## config.mk

```make
export PLATFORM = sky130hd
export DESIGN_NAME = fighter_fsm_param
export DESIGN_NICKNAME = d
export VERILOG_FILES = /design/src/rtl/fighter_pkg.sv /design/src/rtl/fighter_input_buffer.sv /design/src/rtl/fighter_fsm_param.sv
export SDC_FILE = /design/constraint.sdc
export NUM_CORES = 1
export LEC_CHECK = 0
export CAP_MARGIN = 15
export CORE_MARGIN = 2
export CORE_UTILIZATION = 30
export DETAILED_ROUTE_END_ITERATION = 7
export GPL_ROUTABILITY_DRIVEN = 0
export PLACE_DENSITY = 0.46
export SETUP_SLACK_MARGIN = 0.4
export SYNTH_ARGS = -nofsm -noshare
export SYNTH_HDL_FRONTEND = slang
export SYNTH_SLANG_ARGS = --single-unit
export TNS_END_PERCENT = 30
```

## constraint.sdc

```tcl
create_clock -name clk -period 3.8 [get_ports clk]
set_input_delay 0.38 -clock clk [delete_from_list [all_inputs] [get_ports clk]]
set_output_delay 0.38 -clock clk [all_outputs]
set_load 0.02 [all_outputs]
```

## src/rtl/fighter_pkg.sv

```systemverilog
// Shared fighter definitions: state encoding, default frame data and the stun-length
// helper that the collision logic uses to size hitstun/blockstun.
package fighter_pkg;

    typedef enum logic [3:0] {
        S_IDLE      = 4'd0,
        S_BACK      = 4'd1,
        S_FWD       = 4'd2,
        S_ATK_S     = 4'd3,
        S_ATK_A     = 4'd4,
        S_ATK_R     = 4'd5,
        S_DIR_S     = 4'd6,
        S_DIR_A     = 4'd7,
        S_DIR_R     = 4'd8,
        S_HITSTUN   = 4'd9,
        S_BLOCKSTUN = 4'd10
    } state_t;

    localparam int DEF_CNT_W            = 6;
    localparam int DEF_ATK_START        = 5;
    localparam int DEF_ATK_ACTIVE       = 2;
    localparam int DEF_ATK_RECOV        = 16;
    localparam int DEF_DIR_START        = 4;
    localparam int DEF_DIR_ACTIVE       = 3;
    localparam int DEF_DIR_RECOV        = 15;
    localparam int DEF_HITSTUN_OFFSET   = 1;
    localparam int DEF_BLOCKSTUN_OFFSET = 3;
    localparam int DEF_BUF_FRAMES       = 3;
    localparam int DEF_COUNTER_BONUS    = 4;

    // Stun = attacker recovery minus offset; a counter hit adds a bonus, clamped to max_val.
    function automatic int stun_len(input int recov, input int offset, input int bonus,
                                    input logic counter, input int max_val);
        int len;
        len = recov - offset;
        if (counter) begin
            len = len + bonus;
            if (len > max_val) len = max_val;
        end
        return len;
    endfunction

endpackage

```

## src/rtl/fighter_input_buffer.sv

```systemverilog
// Attack input buffer: remembers a press made in the last frames of recovery/stun so the
// attack can start on the first free frame.
module fighter_input_buffer #(
    parameter int CNT_W      = 6,
    parameter int BUF_FRAMES = 3
) (
    input  logic             clk,
    input  logic             reset,
    input  logic             tick,
    input  logic             in_window_state,
    input  logic [CNT_W-1:0] frames_left,
    input  logic             attack,
    input  logic             dir,
    input  logic             clear,
    output logic             take_valid,
    output logic             take_dir
);

    localparam logic [CNT_W-1:0] BUF_LIM = CNT_W'(BUF_FRAMES);

    logic buf_valid;
    logic buf_dir;
    logic press;

    assign press = tick & in_window_state & attack & (frames_left <= BUF_LIM);

    // A press on the exit tick itself still counts, so the FSM sees it merged here.
    assign take_valid = buf_valid | press;
    assign take_dir   = press ? dir : buf_dir;

    always_ff @(posedge clk) begin
        if (reset || (tick && clear)) begin
            buf_valid <= 1'b0;
            buf_dir   <= 1'b0;
        end else if (press) begin
            buf_valid <= 1'b1;
            buf_dir   <= dir;
        end
    end

endmodule

```

## src/rtl/fighter_fsm_param.sv

```systemverilog
// Per-player fighter FSM advancing one frame per frame_tick, with hit/block event latch.
// Optional macro FIGHTER_COUNTER_HIT_EN: counter-hit bonus stun and counter_hit pulse.
module fighter_fsm_param
    import fighter_pkg::*;
#(
    parameter int CNT_W            = DEF_CNT_W,
    parameter int ATK_START        = DEF_ATK_START,
    parameter int ATK_ACTIVE       = DEF_ATK_ACTIVE,
    parameter int ATK_RECOV        = DEF_ATK_RECOV,
    parameter int DIR_START        = DEF_DIR_START,
    parameter int DIR_ACTIVE       = DEF_DIR_ACTIVE,
    parameter int DIR_RECOV        = DEF_DIR_RECOV,
    parameter int HITSTUN_OFFSET   = DEF_HITSTUN_OFFSET,
    parameter int BLOCKSTUN_OFFSET = DEF_BLOCKSTUN_OFFSET,
    parameter int BUF_FRAMES       = DEF_BUF_FRAMES,
    parameter int COUNTER_BONUS    = DEF_COUNTER_BONUS
) (
    input  logic             clk,
    input  logic             reset,
    input  logic             frame_tick,
    input  logic             left,
    input  logic             right,
    input  logic             attack,
    input  logic             got_hit,
    input  logic             got_blocked,
    input  logic             hit_dir,
    output logic [3:0]       state,
    output logic             move_flag,
    output logic             attack_flag,
    output logic             directional_attack_flag,
    output logic             active_flag,
`ifdef FIGHTER_COUNTER_HIT_EN
    output logic             counter_hit,
`endif
    output logic [CNT_W-1:0] frames_left
);

    localparam int MAXV = (1 << CNT_W) - 1;

    if (ATK_START > MAXV || ATK_ACTIVE > MAXV || ATK_RECOV > MAXV ||
        DIR_START > MAXV || DIR_ACTIVE > MAXV || DIR_RECOV > MAXV ||
        HITSTUN_OFFSET > MAXV || BLOCKSTUN_OFFSET > MAXV ||
        BUF_FRAMES > MAXV || COUNTER_BONUS > MAXV) begin : g_bad_width
        $error("fighter_fsm_param: a frame parameter does not fit CNT_W");
    end
    if (HITSTUN_OFFSET >= ATK_RECOV || HITSTUN_OFFSET >= DIR_RECOV ||
        BLOCKSTUN_OFFSET >= ATK_RECOV || BLOCKSTUN_OFFSET >= DIR_RECOV) begin : g_bad_offset
        $error("fighter_fsm_param: stun offset must be smaller than recovery");
    end

    localparam logic [CNT_W-1:0] L_ATK_START  = CNT_W'(ATK_START);
    localparam logic [CNT_W-1:0] L_ATK_ACTIVE = CNT_W'(ATK_ACTIVE);
    localparam logic [CNT_W-1:0] L_ATK_RECOV  = CNT_W'(ATK_RECOV);
    localparam logic [CNT_W-1:0] L_DIR_START  = CNT_W'(DIR_START);
    localparam logic [CNT_W-1:0] L_DIR_ACTIVE = CNT_W'(DIR_ACTIVE);
    localparam logic [CNT_W-1:0] L_DIR_RECOV  = CNT_W'(DIR_RECOV);
    localparam logic [CNT_W-1:0] L_ONE        = CNT_W'(1);

    logic [3:0]       state_r, state_nxt;
    logic [CNT_W-1:0] frames_nxt;
    logic             pend_hit, pend_blk, pend_dir;
    logic             eff_hit, eff_blk, eff_dir;
    logic             is_counter, counter_nxt;
    logic             buf_clear, take_valid, take_dir, in_window;
    logic             expire;
    int               recov;

    // Events arriving on the tick cycle itself are merged with the latched ones.
    assign eff_hit = pend_hit | got_hit;
    assign eff_blk = pend_blk | got_blocked;
    assign eff_dir = got_hit ? hit_dir :
                     pend_hit ? pend_dir :
                     got_blocked ? hit_dir : pend_dir;

    always_ff @(posedge clk) begin
        if (reset || frame_tick) begin
            pend_hit <= 1'b0;
            pend_blk <= 1'b0;
            pend_dir <= 1'b0;
        end else if (got_hit) begin
            pend_hit <= 1'b1;
            pend_blk <= 1'b0;
            pend_dir <= hit_dir;
        end else if (got_blocked && !pend_hit) begin
            pend_blk <= 1'b1;
            pend_dir <= hit_dir;
        end
    end

`ifdef FIGHTER_COUNTER_HIT_EN
    assign is_counter = (state_r == S_ATK_S) || (state_r == S_DIR_S);
`else
    assign is_counter = 1'b0;
`endif

    assign in_window = (state_r == S_ATK_R) || (state_r == S_DIR_R) ||
                       (state_r == S_HITSTUN) || (state_r == S_BLOCKSTUN);
    assign expire    = (frames_left <= L_ONE);

    fighter_input_buffer #(
        .CNT_W      (CNT_W),
        .BUF_FRAMES (BUF_FRAMES)
    ) u_buf (
        .clk             (clk),
        .reset           (reset),
        .tick            (frame_tick),
        .in_window_state (in_window),
        .frames_left     (frames_left),
        .attack          (attack),
        .dir             (left ^ right),
        .clear           (buf_clear),
        .take_valid      (take_valid),
        .take_dir        (take_dir)
    );

    always_comb begin
        state_nxt   = state_r;
        frames_nxt  = frames_left;
        buf_clear   = 1'b0;
        counter_nxt = 1'b0;
        recov       = eff_dir ? DIR_RECOV : ATK_RECOV;
        if (frame_tick) begin
            if (eff_hit) begin
                state_nxt   = S_HITSTUN;
                frames_nxt  = CNT_W'(stun_len(recov, HITSTUN_OFFSET, COUNTER_BONUS,
                                              is_counter, MAXV));
                buf_clear   = 1'b1;
                counter_nxt = is_counter;
            end else if (eff_blk) begin
                state_nxt  = S_BLOCKSTUN;
                frames_nxt = CNT_W'(stun_len(recov, BLOCKSTUN_OFFSET, COUNTER_BONUS,
                                             1'b0, MAXV));
                buf_clear  = 1'b1;
            end else begin
                case (state_r)
                    S_IDLE, S_BACK, S_FWD: begin
                        frames_nxt = '0;
                        if (attack && (left ^ right)) begin
                            state_nxt  = S_DIR_S;
                            frames_nxt = L_DIR_START;
                        end else if (attack) begin
                            state_nxt  = S_ATK_S;
                            frames_nxt = L_ATK_START;
                        end else if (left && !right) begin
                            state_nxt = S_BACK;
                        end else if (right && !left) begin
                            state_nxt = S_FWD;
                        end else begin
                            state_nxt = S_IDLE;
                        end
                    end
                    S_ATK_S: begin
                        state_nxt  = expire ? S_ATK_A : S_ATK_S;
                        frames_nxt = expire ? L_ATK_ACTIVE : frames_left - L_ONE;
                    end
                    S_ATK_A: begin
                        state_nxt  = expire ? S_ATK_R : S_ATK_A;
                        frames_nxt = expire ? L_ATK_RECOV : frames_left - L_ONE;
                    end
                    S_DIR_S: begin
                        state_nxt  = expire ? S_DIR_A : S_DIR_S;
                        frames_nxt = expire ? L_DIR_ACTIVE : frames_left - L_ONE;
                    end
                    S_DIR_A: begin
                        state_nxt  = expire ? S_DIR_R : S_DIR_A;
                        frames_nxt = expire ? L_DIR_RECOV : frames_left - L_ONE;
                    end
                    S_ATK_R, S_DIR_R, S_HITSTUN, S_BLOCKSTUN: begin
                        if (expire) begin
                            buf_clear = 1'b1;
                            if (take_valid && take_dir) begin
                                state_nxt  = S_DIR_S;
                                frames_nxt = L_DIR_START;
                            end else if (take_valid) begin
                                state_nxt  = S_ATK_S;
                                frames_nxt = L_ATK_START;
                            end else begin
                                state_nxt  = S_IDLE;
                                frames_nxt = '0;
                            end
                        end else begin
                            frames_nxt = frames_left - L_ONE;
                        end
                    end
                    default: begin
                        state_nxt  = S_IDLE;
                        frames_nxt = '0;
                    end
                endcase
            end
        end
    end

    // Flags are derived from the next state so they register together with it.
    always_ff @(posedge clk) begin
        if (reset) begin
            state_r                 <= S_IDLE;
            frames_left             <= '0;
            move_flag               <= 1'b0;
            attack_flag             <= 1'b0;
            directional_attack_flag <= 1'b0;
            active_flag             <= 1'b0;
        end else begin
            state_r                 <= state_nxt;
            frames_left             <= frames_nxt;
            move_flag               <= (state_nxt == S_BACK) || (state_nxt == S_FWD);
            attack_flag             <= (state_nxt == S_ATK_S) || (state_nxt == S_ATK_A);
            directional_attack_flag <= (state_nxt == S_DIR_S) || (state_nxt == S_DIR_A);
            active_flag             <= (state_nxt == S_ATK_A) || (state_nxt == S_DIR_A);
        end
    end

`ifdef FIGHTER_COUNTER_HIT_EN
    always_ff @(posedge clk) begin
        if (reset) counter_hit <= 1'b0;
        else       counter_hit <= counter_nxt;
    end
`else
    logic unused_counter;
    assign unused_counter = counter_nxt;
`endif

    assign state = state_r;

endmodule

```

[After elaboration in Yosys (flattened, before gate mapping)]
Cells that the tools add are included.
Word-level totals
  word-level logic and storage cells: 101
  output and inout port bits: 14
  register bits after elaboration: 19
  input port bits: 9
Cells by class
  bitwise logic cells: 7
  mux-type cells: 39
  reduce and logical (&&, ||, !) cells: 23
  order comparisons: 2
  add/subtract/negate cells: 3
  equality and inequality tests: 16
Operator list (count)
  6-bit two-way mux: 7
  6-bit one-hot mux with 6 select lines: 1
  4-bit by 3-bit equality test with 1-bit output (second input constant): 7
  4-bit one-hot mux with 6 select lines: 1
  3-bit two-way mux: 7
  4-bit two-way mux: 5
  4-bit by 2-bit equality test with 1-bit output (second input constant): 4
  1-bit two-way mux: 13
  4-bit equality test (second input constant): 3
  1-bit logical OR: 9
  4-bit by 1-bit equality test with 1-bit output (second input constant): 2
  2-bit two-way mux: 4
  6-bit by 1-bit <= comparator with 1-bit output (second input constant): 1
  6-bit by 2-bit <= comparator with 1-bit output (second input constant): 1
  1-bit logical AND: 6
  5-bit by 1-bit subtractor with 6-bit output (second input constant): 1
  5-bit by 2-bit subtractor with 6-bit output (second input constant): 1
  6-bit by 1-bit subtractor with 6-bit output (second input constant): 1
  5-bit two-way mux: 1
  4-bit zero test: 1
  4-bit OR reduction: 1
  1-bit AND: 3
  1-bit zero test: 3
  1-bit OR: 3
  other kinds (4): 4

[Logic depth before layout (Yosys ltp)]
Gate-level depths: netlist of the first run.
  word-level depth: 17
  gate-level depth with buffers: 10
  gate-level depth less buffers: 8

[By module]
Synthesis of the first run repeated with hierarchy kept, for this count alone.
Second synthesis, totals
  cell total of the unflattened synthesis: 178
  area, all modules: 1440.1 um^2
Modules (own cells, without submodules)
  fighter_fsm_param: cells each 166, instances 1, area each 1315.0 um^2, seq. area each 340.3 um^2
  fighter_input_buffer: cells each 12, instances 1, area each 125.1 um^2, seq. area each 40.0 um^2

[Worst setup path before layout of the first run]
OpenSTA, ideal clock, no wires.
  path type: reg2reg
  start: register frames_left[0]
  end: register attack_flag
  clock period less this slack: 2529 ps
  data required time: 3679 ps
  setup time: 121 ps
  stages on the path, launching flop included: 11
  slack: 1271 ps
  data arrival time: 2409 ps
  path buffers: 2
  cell sequence: dfxtp_1 > inv_1 > ha_1 > or2_2 > clkbuf_1 > nand2_1 > clkbuf_1 > nor3_1 > o31ai_1 > nand2_1 > mux2_2
Between the ends
  cells in the longest elaborated chain, start to end: 12
  elaborated cells on any way between the ends: 20
  those cells by class: order compare (2); eq/ne (2); mux (12); bitwise (2); reduce/logical (2)
RTL lines
  start, declared: RTL line fighter_fsm_param.sv:35  | output logic [CNT_W-1:0] frames_left
  start signal, assigned: RTL line fighter_fsm_param.sv:205  | frames_left <= frames_nxt;
  6-bit by 2-bit <= comparator with 1-bit output: RTL line fighter_input_buffer.sv:25  | assign press = tick & in_window_state & attack & (frames_left <= BUF_LIM);
  1-bit AND: RTL line fighter_input_buffer.sv:25
  1-bit OR / 1-bit two-way mux (equally long branches)
  2-bit two-way mux / 1-bit logical AND (equally long branches): RTL line fighter_fsm_param.sv:174, fighter_fsm_param.sv:171
  3-bit two-way mux: RTL line fighter_fsm_param.sv:171  | if (take_valid && take_dir) begin
  4-bit two-way mux: RTL line fighter_fsm_param.sv:169  | if (expire) begin
  4-bit one-hot mux with 6 select lines *: RTL line fighter_fsm_param.sv:135  | case (state_r)
  4-bit two-way mux *: RTL line fighter_fsm_param.sv:129  | end else if (eff_blk) begin
  4-bit two-way mux *: RTL line fighter_fsm_param.sv:123  | if (eff_hit) begin
  4-bit two-way mux *: RTL line fighter_fsm_param.sv:122  | if (frame_tick) begin
  4-bit by 2-bit equality test with 1-bit output / 4-bit by 3-bit equality test with 1-bit output (equally long branches): RTL line fighter_fsm_param.sv:207  | attack_flag <= (state_nxt == S_ATK_S) || (state_nxt == S_ATK_A);
  1-bit logical OR *: RTL line fighter_fsm_param.sv:207
  end signal, assigned: RTL line fighter_fsm_param.sv:207
  end, declared: RTL line fighter_fsm_param.sv:29  | output logic attack_flag,
Every way passes the cells marked *; elsewhere a longest branch is shown, timed or not.
A chain may end at the register's enable or synchronous reset.

[Final worst setup path of the first run]
  start: input port frame_tick
  end: register attack_flag
Between the ends
  cells in the longest elaborated chain, start to end: 13
  elaborated cells on any way between the ends: 16
  those cells by class: eq/ne (2); mux (8); bitwise (4); reduce/logical (2)
RTL lines
  start, declared: RTL line fighter_fsm_param.sv:20  | input logic frame_tick,
  1-bit AND (3 in series): RTL line fighter_input_buffer.sv:25
  1-bit OR / 1-bit two-way mux (equally long branches)
  2-bit two-way mux / 1-bit logical AND (equally long branches): RTL line fighter_fsm_param.sv:174, fighter_fsm_param.sv:171
  3-bit two-way mux: RTL line fighter_fsm_param.sv:171
  4-bit two-way mux: RTL line fighter_fsm_param.sv:169
  4-bit one-hot mux with 6 select lines: RTL line fighter_fsm_param.sv:135
  4-bit two-way mux: RTL line fighter_fsm_param.sv:129
  4-bit two-way mux: RTL line fighter_fsm_param.sv:123
  4-bit two-way mux *: RTL line fighter_fsm_param.sv:122
  4-bit by 2-bit equality test with 1-bit output / 4-bit by 3-bit equality test with 1-bit output (equally long branches): RTL line fighter_fsm_param.sv:207
  1-bit logical OR *: RTL line fighter_fsm_param.sv:207
Marks and branches as above.

==> impl_metrics.tcl, run 1 <==
set metrics [dict create \
    clk_pin_slew_ns 0.09 \
    path_buf_inv 1 \
    synth_area_per_cell_um2 7.80 \
    grt_pass1_vias 1302 \
    setup_viol 0 \
    worst_ir_drop_vdd_mv 0.185 \
    required_ns 3.96 \
    nFillCells 476 \
    diodes 0 \
    yosysWarnings 0 \
    wire_per_inst_um 16.2 \
    dieArea_um2 5130 \
    portBuffers 22 \
    drtAntennaViolNets 0 \
    synth-seq-cells 19 \
    cts_hold_buf 0 \
    p_switching_uw 191 \
    finClkSkew_ns 0.00867 \
    synth_top_area_frac 0.277 \
    syn_inst 176 \
    synth-simple-area-share 0.285 \
    arrival_ns 2.82 \
    ys.flop_type "dfxtp_1" \
    post-cts-setup-buffers 0 \
    die_h_um 71.6 \
    viasPerCell 5.63 \
    maxCapViolations 0 \
    num_rows 24 \
    synth_top_family_by_area "compound AO/OA/AOI/OAI gates" \
    syn_nets 189 \
    crit_fanout 15 \
    die_w_um 71.6 \
    cellLeakagePower_uw 0.000592 \
    power_switching_share 0.357 \
    grt_max_degree 21 \
    synth_fa_ha_area_frac 0.0365 \
    synth_xor_area_frac 0.0191 \
    cpPeakStageDelay_ns 0.82 \
    power_frac_seq 0.419 \
    synth_edf_count 0 \
    cp-end-kind "flip-flop" \
    synth_compound_area_frac 0.305 \
    cts_tree "built" \
    power_density_nw_per_um2 319 \
    crit_path_top_delay_cell "clkdlybuf4s50_1" \
    layout_min_cycle_time_ns 2.66 \
    drtIter0Drc 77 \
    placed_area_um2 1630 \
    hpwl_um 2900 \
    cts_buffers 3 \
    track_usage 0.161 \
    worst-r2r-setup-slack_ns 1.17 \
    p_comb_frac 0.285 \
    ios 23 \
    coreArea_um2 4380 \
    firstDrtPassIters 4 \
    cts_htree_levels 1 \
    clock_latency_ns 0.27 \
    fin_util 0.383 \
    max-slew-margin-rel 0.545 \
    cp_top_family "buffers and inverters" \
    clock_power_share 0.296 \
    power_uw 536 \
    slew_violations 0 \
    muxShareOfSynthArea 0.0319 \
    critPathKind "input pin to flip-flop" \
    tns_ns 0 \
    initial_core_util 0.313 \
    worst_pin_slew_ns 0.676 \
    yosysTopAreaCell "dfxtp_1" \
    clock-root-buffer "clkbuf_8" \
    num_vias 1386 \
    syn_area_um2 1370 \
    synthTopCellsByArea "dfxtp_1 28%, nor2_1 5.7%, o21ai_0 4.7%" \
    wirelength_um 3980 \
    crit_chain "clkdlybuf4s50_1, or3b_2, a21boi_0, a31o_2, a41o_1, nor3b_1, mux2_2" \
    syn_to_final_growth_pct 22.3 \
    hold_violations 0 \
    final_common_cell "clkdlybuf4s50_1" \
    timing.final.crit_share 0.699 \
    final_cell_mix "22 x clkdlybuf4s50_1, 21 x nor2_1, 19 x dfxtp_1" \
    outcome "completed" \
    antenna_found_initial 0 \
    grt_pass1_wl_um 6640 \
    overflow 0 \
    crit_path_start_kind "input pin" \
    internal_power_uw 345 \
    cts_sinks 19 \
    route.detailed.drc 0 \
    min_path_type "flip-flop to flip-flop" \
    ys_async_sr_fraction 0 \
    yosysSeqAreaShare 0.277 \
    final_layout_size_suffix_gt1_frac 0.0825 \
    cts.repair.resized 0 \
    yosysUniqueCellTypes 49 \
    cts_max_path_buffers 2 \
    fin_area_um2 1680 \
    max_freq_mhz 377 \
    rsz0062_at_grt "false" \
    fin_nets 208 \
]
synthesized netlist by cell type (4+ instances only):
| master | number |
|---|---|
| nand2_1 | 10 |
| nor2b_1 | 6 |
| a21oi_1 | 7 |
| nand3_1 | 4 |
| nor2_1 | 21 |
| o21ai_0 | 13 |
| nor3_1 | 12 |
| clkbuf_1 | 8 |
| a211oi_1 | 6 |
| inv_1 | 7 |
| ha_1 | 4 |
| dfxtp_1 | 19 |
final cells by class:
class / count / area [um^2] / share of cell area
sequential: 19 / 380 / 0.227
clock inverter: 1 / 7.51 / 0.00447
timing repair buffer: 23 / 228 / 0.136
inverter: 7 / 26.3 / 0.0156
tap: 52 / 65.1 / 0.0387
multi-input combinational: 141 / 931 / 0.554
clock buffer: 3 / 41.3 / 0.0246
power groups by stage:
stage / Clock, uW / Combinational [uW] / Sequential (uW)
after floorplan: 0 / 98.0 / 230
after global placement: 0 / 154 / 230
after detailed placement: 0 / 151 / 229
after CTS: 164 / 152 / 225
after global routing: 172 / 168 / 227
final: 159 / 153 / 224
logic make-up after synthesis:
kind of cell | Yosys count
compound gates | 57
buf+inv | 16
mux | 4
fa+ha+maj | 4
flops | 19
xor+xnor | 3
simple gates | 73
flip-flops by register name, indices dropped and copies added, names as in the netlist:
register	count
frames_left	6
u_buf.buf_valid	1
state	4
u_buf.buf_dir	1
pend_dir	1
pend_hit	1
active_flag	1
directional_attack_flag	1
pend_blk	1
move_flag	1
attack_flag	1
per-stage QoR:
| step | hold slack [ns] | setup slack (ns) | std cells |
|---|---|---|---|
| 5_1_grt | 0.573 | 0.987 | 246 |
| 2_1_floorplan | 0.456 | 1.27 | 176 |
| 3_3_place_gp | 0.504 | 0.945 | 242 |
| 3_5_place_dp | 0.519 | 0.859 | 242 |
| 4_1_cts | 0.546 | 1.15 | 246 |
| 6_report | 0.541 | 1.14 | 246 |
per-layer routing:
layer  track usage  vias to the layer above  routed length, um
met3        0.0323                        4                162
met4        0.0294                        0                 45
met5             0                        -                  0
met1         0.232                      652               1960
met2         0.252                       30               1810
li1              -                      700                  -
final timing paths:
check                 start  cells after the start             to
max              frame_tick                      7    attack_flag
min           u_buf.buf_dir                      1  u_buf.buf_dir
max reg2reg  frames_left[2]                      6    attack_flag
min reg2reg   u_buf.buf_dir                      1  u_buf.buf_dir
Note: power is estimated with default switching activity, not from simulation.
==> run 2: changes to the inputs <==
PLACE_DENSITY = 0.48   (was 0.46)
clock period = 2.2 ns   (was 3.8 ns; I/O delays follow)
==> impl_metrics.tcl, run 2 (same netlist as run 1, synthesis figures left out) <==
set metrics [dict create \
    die_h_um 71.6 \
    top_register "frames_left" \
    arrival_ns 2.36 \
    worst_ir_drop_vdd_mv 0.236 \
    setup_viol 1 \
    portBuffers 22 \
    num_vias 1667 \
    worstHoldStart "pend_blk" \
    clock_latency_ns 0.26 \
    dp_cells 284 \
    nFillCells 437 \
    clk_pin_slew_ns 0.08 \
    fin_nets 259 \
    timing.final.crit_share 1.00 \
    rsz0062_at_grt "true" \
    required_ns 2.35 \
    cp_top_family "simple AND/OR/NAND/NOR gates" \
    fin_util 0.513 \
    cellLeakagePower_uw 0.000884 \
    dr_wl_met2_um 2300 \
    num_rows 24 \
    initial_core_util 0.313 \
    worstReg2RegEnd "attack_flag" \
    violations "setup timing" \
    fin_ws_ns -0.00737 \
    cpPeakStageDelay_ns 0.57 \
    grt_pass1_wl_um 7830 \
    dpl_worst_slack_ns -0.193 \
    crit_fanout 4 \
    grt_max_degree 15 \
    finClkSkew_ns 0.00586 \
    cts_hold_buf 0 \
    max-slew-margin-rel 0.680 \
    tns_ns -0.00737 \
    final_cells 297 \
    cts_tree "built" \
    critPathKind "flip-flop to flip-flop" \
    final_cell_mix "47 x buf_4, 20 x clkdlybuf4s50_1, 19 x nor2_1" \
    power_uw 1050 \
    coreArea_um2 4380 \
    wl_met1_um 2080 \
    wirelength_um 4660 \
    hold_violations 0 \
    power_density_nw_per_um2 468 \
    final_layout_size_suffix_gt1_frac 0.404 \
    path_buf_inv 2 \
    dieArea_um2 5130 \
    drtAntennaViolNets 0 \
    drtIter0Drc 84 \
    route.detailed.drc 0 \
    viasPerCell 5.61 \
    grt_pass1_vias 1623 \
    diodes 0 \
    die_w_um 71.6 \
    route.top_layer_used "met4" \
    reg2reg_from "frames_left[4]" \
    track_usage 0.190 \
    min_path_type "flip-flop to flip-flop" \
    crit_path_start_kind "flip-flop" \
    rr_worst_depth 8 \
    overflow 0 \
    worst-r2r-setup-slack_ns -0.007 \
    crit_chain "or4_4, buf_6, o211ai_1, a2111oi_4, buf_4, a211oi_4, nor3b_2, mux2_2" \
    antenna_found_initial 0 \
    max_freq_mhz 453 \
    outcome "finished, violations left" \
    worst_pin_slew_ns 0.477 \
    hpwl_um 3430 \
    cp-end-kind "flip-flop" \
    cts_sinks 19 \
    largest_reg_flops 6 \
    wl_met3_um 221 \
    cts_max_path_buffers 2 \
    clock-root-buffer "clkbuf_8" \
    layout_min_cycle_time_ns 2.21 \
    hold_path_end "pend_blk" \
    hold_depth 2 \
    ios 23 \
    slew_violations 0 \
    cts_htree_levels 1 \
    final_common_cell "buf_4" \
    syn_to_final_growth_pct 63.9 \
    wire_per_inst_um 15.7 \
    cts_buffers 3 \
    firstDrtPassIters 4 \
    crit_path_top_delay_cell "or4_4" \
    maxCapViolations 0 \
]
[run 2: how the worst max path moves through the flow]
stage | startpoint | endpoint | slack (ns) | cells after the start
floorplan | frames_left[2] | attack_flag | -0.09 | 7
finish | frames_left[4] | attack_flag | -0.007 | 8
CTS | frames_left[2] | attack_flag | -0.03 | 8
global placement | left | attack_flag | -0.16 | 8
global route | frames_left[4] | attack_flag | -0.08 | 7
detailed placement | left | attack_flag | -0.19 | 9
[run 2: cell type report]
class / instances / area [um^2] / share of cell area
multi-input combinational: 141 / 1090 / 0.484
timing repair buffer: 74 / 627 / 0.279
sequential: 19 / 395 / 0.176
inverter: 7 / 26.3 / 0.0117
tap: 52 / 65.1 / 0.0289
clock buffer: 3 / 41.3 / 0.0184
clock inverter: 1 / 5.00 / 0.00222
[run 2: worst min-delay path, cell delays in order, from the launching register on]
cell and delay (ns):
dfxtp_1 0.34, nor2_1 0.11, nor4_1 0.05
[run 2: per-stage QoR]
stage	hold slack, ns	area [um^2]
after CTS	0.540	2130
after global routing	0.573	2250
after global placement	0.514	1970
after floorplan	0.289	1400
final	0.540	2250
after detailed placement	0.528	1970
[run 2: routing by layer]
layer,GRT usage,up-vias
met4,0.0398,0
met2,0.330,58
met3,0.0323,11
li1,-,806
met5,0,-
met1,0.247,792
[run 2: timing repair]
action	in CTS	in global routing
pin swaps	22	19
endpoints found under the setup margin	10	15
resized for setup	25	18
setup buffers	5	4
[run 2: where the power goes]
part	leakage, uW	internal [uW]	switching, uW
clock	0.0000255	126	127
combinational	0.000700	207	221
sequential	0.000158	359	12.6
total	0.000884	692	360
==> run 3: changes to the inputs <==
PLACE_DENSITY = 0.46   (was 0.48)
clock period = 2.6 ns   (was 2.2 ns; I/O delays follow)
==> impl_metrics.tcl, run 3 (same netlist as run 1, synthesis figures left out) <==
set metrics [dict create \
    outcome "completed" \
    critPathCapture "attack_flag" \
    cp_top_family "simple AND/OR/NAND/NOR gates" \
    dieArea_um2 5130 \
    cellLeakagePower_uw 0.000665 \
    route.detailed.drc 0 \
    syn_to_final_growth_pct 32.4 \
    arrival_ns 2.43 \
    placed_area_um2 1740 \
    reg2reg_from "frames_left[4]" \
    ios 23 \
    setup_viol 0 \
    diodes 0 \
    overflow 0 \
    grt_pass1_vias 1396 \
    worst-r2r-setup-slack_ns 0.33 \
    crit_cells 6 \
    hpwl_um 3200 \
    fin_nets 221 \
    slew_violations 0 \
    cts_buffers 3 \
    worst_pin_slew_ns 0.432 \
    grt_pass1_wl_um 6870 \
    max-slew-margin-rel 0.710 \
    grt_max_degree 15 \
    cts_sinks 19 \
    timing.final.crit_share 0.874 \
    cpPeakStageDelay_ns 0.60 \
    critPathKind "flip-flop to flip-flop" \
    whs_ns 0.535 \
    fin_area_um2 1820 \
    final_cell_mix "22 x clkdlybuf4s50_1, 20 x nor2_1, 14 x dfxtp_1, 14 x buf_4, 13 x o21ai_0" \
    rr_worst_depth 6 \
    portBuffers 22 \
    hold_violations 0 \
    wire_per_inst_um 16.5 \
    min_path_type "flip-flop to flip-flop" \
    num_vias 1467 \
    antenna_found_initial 0 \
    path_buf_inv 0 \
    cp-end-kind "flip-flop" \
    final_common_cell "clkdlybuf4s50_1" \
    rsz0062_at_grt "true" \
    firstDrtPassIters 4 \
    power_density_nw_per_um2 440 \
    tns_ns 0 \
    drtAntennaViolNets 0 \
    largest_reg_flops 6 \
    worstReg2RegEnd "attack_flag" \
    worstSetupStartpoint "frames_left[4]" \
    final_layout_size_suffix_gt1_frac 0.198 \
    required_ns 2.76 \
    crit_path_start_kind "flip-flop" \
    viasPerCell 5.66 \
    coreArea_um2 4380 \
    track_usage 0.172 \
    cts_tree "built" \
    crit_chain "or4_4, or3_4, a2111oi_4, a211o_2, nor3_1, mux2_2" \
    maxCapViolations 0 \
    die_w_um 71.6 \
    power_uw 799 \
    cts_htree_levels 1 \
    clock-root-buffer "clkbuf_8" \
    drtIter0Drc 45 \
    initial_core_util 0.313 \
    clk_pin_slew_ns 0.08 \
    wirelength_um 4270 \
    clock_latency_ns 0.26 \
    max_freq_mhz 440 \
    crit_path_top_delay_cell "or4_4" \
    die_h_um 71.6 \
    num_rows 24 \
    crit_fanout 6 \
    top_register "frames_left" \
    worst_ir_drop_vdd_mv 0.273 \
    finClkSkew_ns 0.00590 \
    layout_min_cycle_time_ns 2.27 \
    cts_max_path_buffers 2 \
]
[run 3: worst min path at each step]
stage / startpoint / to / slack (ns) / cells after the start
finish: pend_blk / pend_blk / 0.53 / 2
global route: u_buf.buf_valid / u_buf.buf_valid / 0.56 / 1
CTS: pend_blk / pend_blk / 0.54 / 2
detailed placement: pend_blk / pend_blk / 0.52 / 2
global placement: u_buf.buf_dir / u_buf.buf_dir / 0.51 / 1
floorplan: reset / frames_left[0] / 0.33 / 1
[run 3: layer usage]
metal | up-vias | GRT usage | share of wire
met5 | - | 0 | 0
met4 | 0 | 0.0482 | 0.011
met3 | 6 | 0.0380 | 0.055
met2 | 44 | 0.258 | 0.47
met1 | 692 | 0.246 | 0.47
li1 | 725 | - | -
[run 3: power by group]
group / total (uW) / switching (uW) / internal [uW]
Combinational: 258 / 145 / 113
Clock: 215 / 106 / 109
Sequential: 326 / 21.2 / 304
Total: 799 / 273 / 526
[run 3: layout make-up]
cell class              instances  area [um^2]
fillers                       437         2570
multi-input cells             141          961
clock inverters                 1         6.26
well taps                      52         65.1
flip-flops and latches         19          392
inverters                       7         26.3
clock buffers                   3         41.3
repair buffers                 36          325
[run 3: tightest hold or removal path, delay by kind of cell, from the launching register on]
kind          cells  cell delay (ns)
simple gates      2             0.16
flops             1             0.34
[run 3: repair_timing]
action / CTS / global route
setup endpoints to repair: 4 / 6
pin swaps: 2 / 1
hold buffers: 0 / 0
resized for setup: 3 / 3
gates cloned: 0 / 0
setup buffers: 1 / 0
[run 3: through the flow]
stage,std cells,worst slack (ns),utilization
4_1_cts,259,0.344,0.411
3_5_place_dp,254,0.172,0.396
3_3_place_gp,254,0.190,0.396
5_1_grt,259,0.281,0.414
2_1_floorplan,176,0.315,-
6_report,259,0.328,0.414
